**src/rtl/commit_arbiter.sv**
```systemverilog
// Round-robin commit arbiter: picks one execution unit per cycle to retire,
// drives the register-file write port or an error report, and acknowledges the unit.

package core_config_pkg;
    localparam int XLEN       = 32;
    localparam int REG_ADDR_W = 5;
endpackage

module commit_arbiter
    import core_config_pkg::*;
#(
    parameter int N_UNITS = 4
) (
    input  logic                                   clk,
    input  logic                                   rst_n,
    input  logic [N_UNITS-1:0][XLEN-1:0]           u_res,
    input  logic [N_UNITS-1:0][REG_ADDR_W-1:0]     u_rd,
    input  logic [N_UNITS-1:0]                     u_valid,
    input  logic [N_UNITS-1:0]                     u_error,
    input  logic [N_UNITS-1:0]                     u_req,
    output logic [N_UNITS-1:0]                     u_clear,
    input  logic                                   stall,
    output logic                                   rf_we,
    output logic [REG_ADDR_W-1:0]                  rf_waddr,
    output logic [XLEN-1:0]                        rf_wdata,
    output logic                                   exc_valid,
    output logic [REG_ADDR_W-1:0]                  exc_rd,
    output logic [$clog2(N_UNITS)-1:0]             exc_unit
);

    localparam int UNIT_W = $clog2(N_UNITS);

    logic [N_UNITS-1:0]    u_clear_q,   u_clear_d;
    logic [UNIT_W-1:0]     ptr_q,       ptr_d;
    logic                  rf_we_q,     rf_we_d;
    logic [REG_ADDR_W-1:0] rf_waddr_q,  rf_waddr_d;
    logic [XLEN-1:0]       rf_wdata_q,  rf_wdata_d;
    logic                  exc_valid_q, exc_valid_d;
    logic [REG_ADDR_W-1:0] exc_rd_q,    exc_rd_d;
    logic [UNIT_W-1:0]     exc_unit_q,  exc_unit_d;

    logic [N_UNITS-1:0]    eligible;
    logic                  grant_valid;
    logic [UNIT_W-1:0]     grant_idx;
    logic [UNIT_W-1:0]     cand_idx;
    int                    cand;

    // A unit whose clear is currently being driven is masked so it cannot be granted twice.
    always_comb begin
        eligible    = u_req & ~u_clear_q & {N_UNITS{~stall}};
        grant_valid = 1'b0;
        grant_idx   = '0;
        cand        = 0;
        cand_idx    = '0;
        for (int k = 0; k < N_UNITS; k++) begin
            cand = int'(ptr_q) + k;
            if (cand >= N_UNITS) begin
                cand = cand - N_UNITS;
            end
            cand_idx = UNIT_W'(cand);
            if (!grant_valid && eligible[cand_idx]) begin
                grant_valid = 1'b1;
                grant_idx   = cand_idx;
            end
        end
    end

    always_comb begin
        u_clear_d   = '0;
        ptr_d       = ptr_q;
        rf_we_d     = 1'b0;
        rf_waddr_d  = rf_waddr_q;
        rf_wdata_d  = rf_wdata_q;
        exc_valid_d = 1'b0;
        exc_rd_d    = exc_rd_q;
        exc_unit_d  = exc_unit_q;
        if (grant_valid) begin
            u_clear_d[grant_idx] = 1'b1;
            if (int'(grant_idx) == N_UNITS - 1) begin
                ptr_d = '0;
            end else begin
                ptr_d = grant_idx + 1'b1;
            end
            // Error wins over valid; x0 destinations and retire-only grants write nothing.
            if (u_error[grant_idx]) begin
                exc_valid_d = 1'b1;
                exc_rd_d    = u_rd[grant_idx];
                exc_unit_d  = grant_idx;
            end else if (u_valid[grant_idx] && (u_rd[grant_idx] != '0)) begin
                rf_we_d    = 1'b1;
                rf_waddr_d = u_rd[grant_idx];
                rf_wdata_d = u_res[grant_idx];
            end
        end
    end

    always_ff @(posedge clk or negedge rst_n) begin
        if (!rst_n) begin
            u_clear_q   <= '0;
            ptr_q       <= '0;
            rf_we_q     <= 1'b0;
            rf_waddr_q  <= '0;
            rf_wdata_q  <= '0;
            exc_valid_q <= 1'b0;
            exc_rd_q    <= '0;
            exc_unit_q  <= '0;
        end else begin
            u_clear_q   <= u_clear_d;
            ptr_q       <= ptr_d;
            rf_we_q     <= rf_we_d;
            rf_waddr_q  <= rf_waddr_d;
            rf_wdata_q  <= rf_wdata_d;
            exc_valid_q <= exc_valid_d;
            exc_rd_q    <= exc_rd_d;
            exc_unit_q  <= exc_unit_d;
        end
    end

    assign u_clear   = u_clear_q;
    assign rf_we     = rf_we_q;
    assign rf_waddr  = rf_waddr_q;
    assign rf_wdata  = rf_wdata_q;
    assign exc_valid = exc_valid_q;
    assign exc_rd    = exc_rd_q;
    assign exc_unit  = exc_unit_q;

endmodule

```
**config.mk**
```make
export PLATFORM = sky130hd
export DESIGN_NAME = commit_arbiter
export DESIGN_NICKNAME = d
export VERILOG_FILES = /design/src/rtl/commit_arbiter.sv
export SDC_FILE = /design/constraint.sdc
export NUM_CORES = 1
export LEC_CHECK = 0
export CORE_MARGIN = 2
export CORE_UTILIZATION = 39
export CTS_BUF_LIST = sky130_fd_sc_hd__clkbuf_8 sky130_fd_sc_hd__clkbuf_16
export DETAILED_ROUTE_END_ITERATION = 8
export GPL_ROUTABILITY_DRIVEN = 0
export PLACE_DENSITY = 0.87
export SLEW_MARGIN = 5
export SYNTH_ARGS = -nofsm -noshare
export SYNTH_HDL_FRONTEND = slang
export SYNTH_SLANG_ARGS = --single-unit
```
**constraint.sdc**
```tcl
create_clock -name clk -period 8.53 [get_ports clk]
set_input_delay 1.706 -clock clk [delete_from_list [all_inputs] [get_ports clk]]
set_output_delay 1.706 -clock clk [all_outputs]
set_load 0.005 [all_outputs]
```
==> reports/summary.md, run 1 <==
Total power for the finished layout comes to 1.24 mW. The count of antenna diodes in the layout was 0; the quantity of hold-fixing buffers added after cts was 0. The number of gates on the worst path with buffers counted was 9. The critical path goes through clkdlybuf4s50_1 > nand2b_1 > a21oi_2 > o21a_2 > inv_2 > mux4_2 > a211oi_4 > buf_4 > mux2_2.

In the synthesized netlist the dominant register cell turns out to be dfrtp_1. The total length of routed wires came out at 9.84 mm. After synthesis, the cell types taking the most area are dfrtp_1, mux4_2, mux2_1, mux2_2, o2bb2ai_1. The power density normalized to cell area was 226 nW/µm². Kind of critical path: in2reg.

The tools report the sequential-to-total area share from yosys stat as 40.8%. STA classifies the critical path startpoint as a primary input. The post-place instance area was 5380 µm². Counting cells, the worst reg-to-reg path comes to 8. The post-detailed-route DRC marker count is 0, and the fmax is 197 MHz. After synthesis the cells add up to 3190 µm². The run gives 0 as the final max-slew violation count. Number of buffers added for setup after CTS: 0. The number of routed nets with antenna violations was 0.

Clock-pin slew was measured on the worst setup and hold paths at 0.08 ns. The run gives 0.494 ns as the smallest hold slack. The static leakage is 2.13 nW, and the worst hold path cell count is 1.

Synthesis produced a netlist with a net count of 380. The first routing iteration left 44 violations. The wire length per cell works out to 18.7 µm. The run gives 1300 µm² as the area taken by flip-flops and latches.

The filler cells instantiated in the layout total 587. Total congestion overflow after global routing: 0. The run finished with clean final reports. The sort of element at the end of the critical path was a flip-flop.

Summing all non-filler instances in the final layout gives an area of 5480 µm². The count of cell types in the netlist is 36, and the post-cts gate resize count is 0. Data on the critical path is required at its endpoint by 8.70 ns. In the layout the commonest cells are clkdlybuf4s50_1, dfrtp_1, mux4_2.

The tools report the cell at the root of the clock tree as clkbuf_8. The logs give 3,132 for the via count of the first global-routing pass and 213 for the gate count after technology mapping. The first global-routing pass estimated 15.0 mm of wire. Leaving out fill and tap cells, the most frequent cell in the layout is clkdlybuf4s50_1.

The total count of hold-check failures in the final report came out at 0. The area occupied by multi-input gates was 1760 µm²; the die boundary width was 94.4 µm. For this run, the total global-route usage over all layers was measured as 21.9%.

The area of the die is 8910 µm². Final critical path time including I/O delays and setup: 5.08 ns. Input and output buffers added on the ports amount to 212.

Setup repair after global routing left no endpoint under its margin. Each instance of the synthesized netlist takes up on average 15.0 µm². The floorplan has 32 rows. Pin placement for this block handled 213 I/O pins. Entering global routing, the biggest net connects 53 pins. Setup violations remaining at the end of the flow were counted as 0.

Along the worst path, the maximum fanout reaches 46. Counting both buffers and inverters, the worst setup path holds a total of 3. Grouping stages by cell kind, the critical path spends the most delay in compound AO/OA/AOI/OAI gates. The synthesized design contains 52 register bits. From bottom edge to top edge, the die measures 94.4 µm. Net count reported at finish: 589. The class of the most critical hold timing path was reg2reg. Data arrives at the worst endpoint at 5.26 ns. TritonCTS built the clock tree.

For the final database, setup skew stands at 0.00963 ns. The worst-margin pin slew works out to 1.12 ns. At the later pin of the worst-skew pair, clock insertion delay measures 0.29 ns. Library cell contributing the largest single delay on the critical path: o21a_2.

During synthesis, Yosys emitted a total of 0 warnings. For this configuration, the core starts out at a cell density of 40.8%. Headroom to the max-slew limit came out at 25.5%.

Of the available clock period, the critical path in the final layout requires 59.6%. VDD sags by at most 0.128 mV. Adding up every negative setup slack in the final design gives 0 ns.

After synthesis, the share of flip-flops with an asynchronous set or reset is 100%. Counting flops with a built-in enable in the synthesized netlist gives 0. Compared with the post-synthesis result, the final layout area differs by 72.0%.

For this design, the sink count on the clock tree is 52. Across the run, the number of max-cap violations was 0. Cell type with the highest aggregate area in the netlist: dfrtp_1. The pre-antenna-repair detailed-routing pass consisted of 4 iterations.

Of the cells placed in the final design, the portion with a size suffix greater than 1 is 16.8%. The core area came out at 7810 µm². Dividing the detail-routed via count by the number of cells gives 5.39. The logs give 2,832 for the total via count in the routed design and 2 for the maximum buffer depth of the clock tree. The logs give 5 for the number of buffers added by the clock tree synthesis step and 0 for the initial antenna violation count. The H-tree was split into 2 levels. The HPWL after detailed placement is 8.06 mm.

Of the post-synthesis cell area, the dominant cell type holds 40.8%. The delay of the slowest cell on the worst path was 0.93 ns.
## cell families (layout without fill, tap and decap cells)
logic type / Yosys count / count (layout) / synth area share (%)
DFF: 52 / 52 / 40.8
AOI/OAI and AO/OA: 28 / 28 / 7.62
adders and majority gates: 4 / 4 / 1.57
and+or+nand+nor: 26 / 26 / 4.79
buffers and inverters: 25 / 235 / 3.93
muxes: 78 / 78 / 41.3
## worst paths after layout
kind                                   start           end  slack, ns
worst max-delay path                u_req[3]  rf_wdata[15]       3.45
worst min-delay path            rf_wdata[26]  rf_wdata[26]       0.49
worst max register to register    u_clear[3]  rf_wdata[15]       4.82
worst min register to register  rf_wdata[26]  rf_wdata[26]       0.49
max in group asynchronous              rst_n   rf_waddr[1]       6.58
min in group asynchronous              rst_n  rf_wdata[12]       1.50
## metal layers
| layer | routed length, µm | vias to the layer above | GRT usage [%] |
|---|---|---|---|
| met1 | 3440 | 1412 | 24.3 |
| met3 | 835 | 16 | 4.87 |
| li1 | - | 1262 | - |
| met2 | 5380 | 142 | 42.3 |
| met4 | 191 | 0 | 5.43 |
| met5 | 0 | - | 0 |
## area by class of cell
cell class | instances | share of cell area [%]
inverter | 12 | 0.822
timing repair buffer | 215 | 39.0
multi-input combinational | 136 | 32.1
tap | 102 | 2.33
clock buffer | 5 | 1.26
clock inverter | 3 | 0.707
sequential | 52 | 23.7
## cell usage after synthesis, types with 2 or more instances
master,n
nor3b_1,2
nor4_1,2
o211ai_1,4
buf_1,3
and2_1,4
mux2i_1,2
nor2b_1,2
a311oi_1,2
o2111ai_1,2
or4_1,2
inv_1,10
o311ai_0,2
buf_6,3
nand2b_1,8
mux2_2,13
nor2_1,4
mux2_1,24
inv_2,2
buf_4,2
o2bb2ai_1,7
a21oi_2,2
mux4_2,39
nand2_1,2
clkbuf_1,4
ha_1,4
dfrtp_1,52
## power breakdown
group | switching [mW] | total, mW | leakage, nW | internal, mW
combinational | 0.226 | 0.656 | 1.44 | 0.429
sequential | 0.0642 | 0.424 | 0.629 | 0.360
clock | 0.0757 | 0.162 | 0.0593 | 0.0860
total | 0.366 | 1.24 | 2.13 | 0.875
## state kept, by name, indices dropped and copies added (netlist names)
signal	count
exc_unit	2
rf_wdata	32
u_clear	4
rf_we	1
exc_valid	1
exc_rd	5
ptr_q	2
rf_waddr	5
## per-stage QoR
step	util [%]	worst slack (ns)	cells
after floorplan	-	4.45	213
after global placement	68.8	3.26	517
after detailed placement	68.8	3.09	517
after CTS	70.2	3.40	525
after global routing	70.2	3.15	525
final	70.2	3.45	525
(Power assumes the default switching activity.)
==> run 2: changes to the inputs <==
--- a/config.mk
+++ b/config.mk
@@ -6,11 +6,11 @@
 export NUM_CORES = 1
 export LEC_CHECK = 0
 export CORE_MARGIN = 2
-export CORE_UTILIZATION = 39
+export CORE_UTILIZATION = 36
 export CTS_BUF_LIST = sky130_fd_sc_hd__clkbuf_8 sky130_fd_sc_hd__clkbuf_16
 export DETAILED_ROUTE_END_ITERATION = 8
 export GPL_ROUTABILITY_DRIVEN = 0
-export PLACE_DENSITY = 0.87
+export PLACE_DENSITY = 0.81
 export SLEW_MARGIN = 5
 export SYNTH_ARGS = -nofsm -noshare
 export SYNTH_HDL_FRONTEND = slang
==> constraint.sdc (replaced) <==
create_clock -name clk -period 4.8 [get_ports clk]
set_input_delay 0.96 -clock clk [delete_from_list [all_inputs] [get_ports clk]]
set_output_delay 0.96 -clock clk [all_outputs]
set_load 0.005 [all_outputs]
==> run 2 against run 1 <==
  * Count of clock-buffer cells in the layout increased by 1
  * Sequential power increased by 76%
  * Combinational power increased by 78%
  * Clock power increased by 65%
  * First-iteration DRC count increased by 68%
  * Critical path depth unchanged
  * Die area increased by 8.0%
  * Cell count increased by 1.9%
  * Global-route usage decreased by 1.8 points
  * Worst setup slack got worse by 2.2 ns
  * Sequential share of layout area decreased by 0.12 points
  * Power increased by 76%
  * Largest cell class unchanged
==> reports/summary.md, run 2 (synthesis results as in run 1) <==
The run finished with clean final reports. The tools report the number of filler instances in the final layout as 681 (+16%). Required arrival time at the worst endpoint: 4.99 ns (-3.71 ns). The tools report the core area as 8640 µm² (+11%). The post-place instance area was 5410 µm² (+0.70%); the number of buffers added by the clock tree synthesis step was 5 (unchanged).

The run gives 0 (unchanged) as the initial antenna violation count. The wire length per cell is 18.1 µm (-3.2%). The tightest min-delay check is of the reg2reg type.

The worst setup path is launched from a primary input. The quantity of hold-fixing buffers added after cts came out at 0 (unchanged). The logs give 1.52 mW (+74%) for the internal power and 53.5% (+0.7 points) for the combinational group share of total power. The count of final setup violators is 0 (unchanged), and the total count of hold-check failures in the final report is 0 (unchanged).

The static leakage was 2.13 nW (+0.20%). The tools report the number of buffers added for setup after CTS as 0 (unchanged). The first-pass GRT wire length was 15.4 mm (+2.7%); the layout overhead on the synthesized area was 72.9%.

The sequential power share came out at 34.3% (about the same). The smallest hold slack is 0.492 ns (-0.00268 ns). The peak ir drop on the vdd network was 0.225 mV (+75%).

Setup repair after global routing left no endpoint under its margin. The fmax was 278 MHz. TritonCTS built the clock tree. The post-layout instance area was 5510 µm² (+0.50%).

The power density normalized to cell area was 396 nW/µm² (+75%). Clock slew at the register clock pins of the worst setup and hold paths: 0.10 ns (+0.02 ns). The kind of critical path is in2reg. The estimated wirelength of the detail-placed design came out at 7.91 mm (-1.9%). For the net count reported at finish, the log shows 593 (+0.68%). The run gives 9620 µm² (+8.0%) as the area of the die. The total number of clock tree sinks came out at 52 (unchanged).

The number of flip-flops in the largest register was 32 (unchanged). The number of maximum-capacitance violations was 0 (unchanged). Arrival time at the worst endpoint: 3.79 ns (-1.47 ns). Detailed router's first-iteration violation count: 74 (+68%). The largest fanout on the critical path was 15 (-67%). The chip height is 98.1 µm (+3.9%), and the detail-routed via count per cell is 5.26 (-2.5%). The number of H-tree levels came out at 2 (unchanged).

The logs give 2.18 mW (+76%) for the total power consumption of the routed design and 0.30 ns (about the same) for the insertion delay to the later sink of the worst-skew pair. The count of antenna diodes in the layout is 0 (unchanged), and the number of routed nets with antenna violations is 0 (unchanged). The worst setup slack after placement is 0.878 ns (-2.22 ns), and the total length of routed wires is 9.71 mm (-1.3%). The number of iterations in the first detailed-routing pass is 6 (+2), and the area occupied by multi-input gates is 1760 µm² (unchanged).

The number of non-filler instances in the completed layout was 535 (+1.9%); the switching power was 0.657 mW (+79%). The total I/O pin count is 213 (unchanged), and the final critical path time including I/O delays and setup is 3.60 ns. The final core utilization was 63.8% (-6.4 points). For the worst relative slew slack, the log shows 52.7% (+27 points). For the clock tree skew after final layout, the log shows 0.00623 ns (-0.00340 ns).

The sort of element at the end of the critical path was a flip-flop. The minimum setup slack in the final design was 1.20 ns (-2.24 ns); the starting density of the core was 36.9% (-3.9 points). Share of cells above drive strength 1: 17.8% (+1.0 points). The pin count of the biggest net entering global routing came out at 53 (unchanged).

Slack of the worst reg-to-reg path: 1.93 ns (-2.89 ns). Most common cell after layout, fill and taps aside: clkdlybuf4s50_1. The tools report the cell at the root of the clock tree as clkbuf_8.

The overall fraction of global-route tracks in use was 20.2% (-1.8 points). The clock network fraction of design power is 12.3% (-0.7 points). The logs give 2,814 (-0.64%) for the total via count in the routed design and 3,208 (+2.4%) for the via count of the first global-routing pass. For the total congestion overflow after global routing, the log shows 0 (unchanged). The post-cts gate resize count was 0 (unchanged); the switching power as a share of total power was 30.1% (+0.62 points). The tools report the number of core rows as 34 (+6.3%). The tools report the area taken by flip-flops and latches as 1300 µm² (unchanged). The number of buffers inserted by port buffering was 212 (unchanged).

Of the available clock period, the critical path in the final layout requires 74.9%. The worst-margin pin slew was 0.707 ns (-0.411 ns). The accumulated negative setup slack came out at 0 ns (unchanged). The run gives 2 (unchanged) as the maximum buffer depth of the clock tree. The top cell types in the final layout, fill and taps aside, are clkdlybuf4s50_1, dfrtp_1, mux4_2. Post-detailed-route DRC marker count: 0 (unchanged). The die boundary width was 98.1 µm (+3.9%); the number of placed cells counting well taps was 527 (+1.9%). The final max-slew violation count came out at 0 (unchanged).
==> run 2: changes by cell type in the layout (fill, tap and decap cells not counted) <==
cell / change
buf_4: +4
bufinv_16: -1
clkbuf_8: +1
clkinv_2: -1
clkinvlp_4: +2
inv_1: -1
==> run 2: layout make-up <==
| class | count | share of cell area [%] |
|---|---|---|
| Clock buffer | 6 | 1.50 |
| Tap cell | 108 | 2.45 |
| Inverter | 12 | 0.817 |
| Clock inverter | 2 | 0.272 |
| Timing Repair Buffer | 219 | 39.4 |
| Multi-Input combinational cell | 136 | 32.0 |
| Sequential cell | 52 | 23.6 |
==> run 2: power groups by stage <==
stage / Combinational, mW / Clock, mW / Sequential, mW
3_5_place_dp: 1.18 / 0 / 0.758
3_3_place_gp: 1.16 / 0 / 0.751
5_1_grt: 1.26 / 0.293 / 0.779
6_report: 1.17 / 0.268 / 0.747
4_1_cts: 1.19 / 0.275 / 0.751
2_1_floorplan: 0.522 / 0 / 0.757
==> run 2: critical path, stage by stage <==
cell,delay [ns]
clkdlybuf4s50_1,0.47
nor2b_1,0.28
a22oi_1,0.14
o221a_2,0.36
inv_2,0.11
buf_4,0.30
mux4_2,0.54
nand2_1,0.25
mux2_2,0.38
==> run 2: final timing paths <==
path | from | endpoint | cells after the start
max | u_req[0] | exc_rd[0] | 9
min | rf_wdata[23] | rf_wdata[23] | 1
max reg2reg | u_clear[0] | exc_rd[0] | 8
min reg2reg | rf_wdata[23] | rf_wdata[23] | 1
max in group asynchronous | rst_n | rf_wdata[23] | 2
min in group asynchronous | rst_n | u_clear[1] | 2
==> run 2: routing by layer <==
layer | GRT usage (%) | up-vias | wire, µm
met4 | 3.95 | 0 | 101
met2 | 38.0 | 135 | 5150
li1 | - | 1267 | -
met3 | 6.44 | 10 | 844
met1 | 22.3 | 1402 | 3610
met5 | 0 | - | 0
==> run 3: changes to the inputs <==
--- a/config.mk
+++ b/config.mk
@@ -6,11 +6,11 @@
 export NUM_CORES = 1
 export LEC_CHECK = 0
 export CORE_MARGIN = 2
-export CORE_UTILIZATION = 36
+export CORE_UTILIZATION = 33
 export CTS_BUF_LIST = sky130_fd_sc_hd__clkbuf_8 sky130_fd_sc_hd__clkbuf_16
 export DETAILED_ROUTE_END_ITERATION = 8
 export GPL_ROUTABILITY_DRIVEN = 0
-export PLACE_DENSITY = 0.81
+export PLACE_DENSITY = 0.78
 export SLEW_MARGIN = 5
 export SYNTH_ARGS = -nofsm -noshare
 export SYNTH_HDL_FRONTEND = slang
==> constraint.sdc (replaced) <==
create_clock -name clk -period 3.3 [get_ports clk]
set_input_delay 0.66 -clock clk [delete_from_list [all_inputs] [get_ports clk]]
set_output_delay 0.66 -clock clk [all_outputs]
set_load 0.005 [all_outputs]
==> run 3 against run 2 <==
  * Cell count rose by 5.4%
  * Combinational power rose by 50%
  * Worst setup slack got worse by 0.94 ns
  * Count of clock-buffer cells in the layout fell by 1
  * Utilization fell by 3.4 points
  * Wire length rose by 0.11%
  * Critical endpoint is now rf_wdata[13]
  * Largest cell class unchanged
==> reports/summary.md, run 3 (synthesis results as in run 1) <==
The worst relative slew slack was 43.9% (-8.8 points). Total power consumption of the routed design: 3.18 mW (+46%). The number of buffers added by the clock tree synthesis step is 5 (unchanged). The delay of the slowest cell on the worst path was 0.54 ns (about the same). Area of the die: 10,500 µm² (+8.7%). Number of flip-flops in the largest register: 32 (unchanged). TritonCTS built the clock tree. The static leakage is 2.18 nW (+2.5%). The starting density of the core is 34.3% (-2.6 points).

In the layout the commonest cells are clkdlybuf4s50_1, dfrtp_1, mux4_2. The quantity of hold-fixing buffers added after cts came out at 0 (unchanged). The count of antenna diodes in the layout came out at 0 (unchanged). For the first-pass GRT wire length, the log shows 15.0 mm (-2.7%). The critical path is of the in2reg type. Based on the critical path, the design can be clocked at up to 329 MHz. The insertion delay to the later sink of the worst-skew pair is 0.30 ns (about the same).

Broken down by cell family, the worst path's largest delay share belongs to multiplexers. The count of final setup violators was 0 (unchanged). STA classifies the critical path startpoint as a primary input.

Estimated wirelength of the detail-placed design: 8.16 mm (+3.3%). The clock slew at the register clock pins of the worst setup and hold paths was 0.09 ns (about the same); the minimum setup slack in the final design was 0.261 ns (-0.944 ns). The slack of the worst reg-to-reg path is 0.67 ns (-1.26 ns), and the final core utilization is 60.4% (-3.4 points). The logs give 52 (unchanged) for the total number of clock tree sinks and 3.49 ns (-1.50 ns) for the required arrival time at the worst endpoint.

The worst setup slack after placement was -0.0656 ns (-0.943 ns); the total via count in the routed design was 2,840 (+0.92%). The run gives 0.226 mV (+0.33%) as the peak ir drop on the vdd network. Setup repair after global routing left no endpoint under its margin. The number of core rows came out at 35 (+2.9%).

The total length of routed wires is 9.72 mm (+0.11%), and the post-layout instance area is 5610 µm² (+1.8%). The maximum buffer depth of the clock tree was 2 (unchanged). The logs give 40 (-25%) for the pin count of the biggest net entering global routing and 0 (unchanged) for the final max-slew violation count. The tools report the number of buffers added for setup after CTS as 0 (unchanged). Cell at the root of the clock tree: clkbuf_8. The final critical path time including I/O delays and setup is 3.04 ns, and the detail-routed via count per cell is 5.04 (-4.3%).

The total congestion overflow after global routing was 0 (unchanged). The core area came out at 9280 µm² (+7.5%). From synthesis to final layout, the design area changed by 76.0%. The overall fraction of global-route tracks in use was 18.7% (-1.5 points); the power density normalized to cell area was 568 nW/µm² (+43%). The tools report the post-detailed-route DRC marker count as 0 (unchanged). The number of buffer and inverter stages on the critical path works out to 3 (unchanged).

The total I/O pin count was 213 (unchanged). For the post-place instance area, the log shows 5530 µm² (+2.2%). Initial antenna violation count: 0 (unchanged). The run gives 0 (unchanged) as the total count of hold-check failures in the final report. For the clock tree skew after final layout, the log shows 0.00998 ns (+0.00375 ns).

The die boundary width was 102 µm (+4.3%). The run gives 3.23 ns (-0.56 ns) as the arrival time at the worst endpoint. The number of H-tree levels was 2 (unchanged). For the number of iterations in the first detailed-routing pass, the log shows 4 (-2). The signal on the critical path passes through clkdlybuf4s50_1 > nor2b_1 > a21boi_2 > o21a_2 > inv_2 > mux4_2 > a211oi_4 > buf_12 > mux2_2. Worst-margin pin slew: 0.842 ns (+0.135 ns). The number of filler instances in the final layout was 786 (+15%); the via count of the first global-routing pass was 3,154 (-1.7%). The tools report the net count reported at finish as 602 (+1.5%). The chip height works out to 102 µm (+4.3%). The accumulated negative setup slack came out at 0 ns (unchanged). The flow ran to the end, and the final reports show no timing, DRC or antenna violations. Library cell contributing the largest single delay on the critical path: mux4_2.

The number of buffers inserted by port buffering is 212 (unchanged). Leaving out fill and tap cells, the most frequent cell in the layout is clkdlybuf4s50_1. The number of maximum-capacitance violations was 0 (unchanged); the wire length per cell was 17.2 µm (-5.0%). Largest fanout on the critical path: 28 (+13). Detailed router's first-iteration violation count: 98 (+32%). The number of routed nets with antenna violations was 0 (unchanged). The sort of element at the end of the critical path was a flip-flop.

After layout, the worst path uses 92.1% of the clock period. The path class of the tightest hold or removal check is in2async. The post-cts gate resize count was 0 (unchanged); the share of cells above drive strength 1 was 19.1% (+1.3 points).
==> run 3: cell types whose count changed in the layout (fill, tap and decap cells not counted), sizes merged <==
cell and delta:
buf +9, clkbuf -1, clkinv +1, clkinvlp -2, inv +1
==> run 3: worst reg2reg max path: cells and delay by family (launching register included) <==
kind / cells / cell delay (ns)
compound gates: 4 / 1.15
flops: 1 / 0.38
buf+inv: 2 / 0.38
mux: 1 / 0.37
simple gates: 1 / 0.25
==> run 3: routing by layer <==
layer  global-route usage [%]  wire length, µm
met1                     21.6             3610
met2                     33.8             4980
met3                     5.47             1010
met4                     5.13              124
met5                        0                0
==> run 3: final timing paths <==
check	start	depth (start not counted)	end
setup / recovery	u_req[0]	9	rf_wdata[13]
hold / removal	rst_n	1	rf_wdata[4]
setup reg to reg	u_clear[3]	8	rf_wdata[13]
hold reg to reg	rf_wdata[2]	1	rf_wdata[2]
max in group asynchronous	rst_n	2	rf_wdata[25]
min in group clk	rf_wdata[2]	1	rf_wdata[2]
==> run 3: area by class of cell <==
type	count	area (µm²)	area share, %
clock buffers	5	68.8	1.23
clock inverters	2	8.76	0.156
inverters	12	45.0	0.803
multi-input cells	136	1760	31.4
flip-flops and latches	52	1300	23.2
well taps	129	161	2.88
repair buffers	228	2260	40.3
==> run 3: stage by stage <==
stage                     hold WS [ns]  std cells
final                            0.456        564
after global routing             0.511        564
after CTS                        0.481        564
after detailed placement         0.476        557
after global placement           0.466        557
after floorplan                  0.364        213
==> run 3: power by group <==
part	total, mW	internal (mW)	switching, mW
sequential	1.09	0.931	0.163
clock	0.341	0.142	0.199
combinational	1.75	1.16	0.592
total	3.18	2.23	0.954
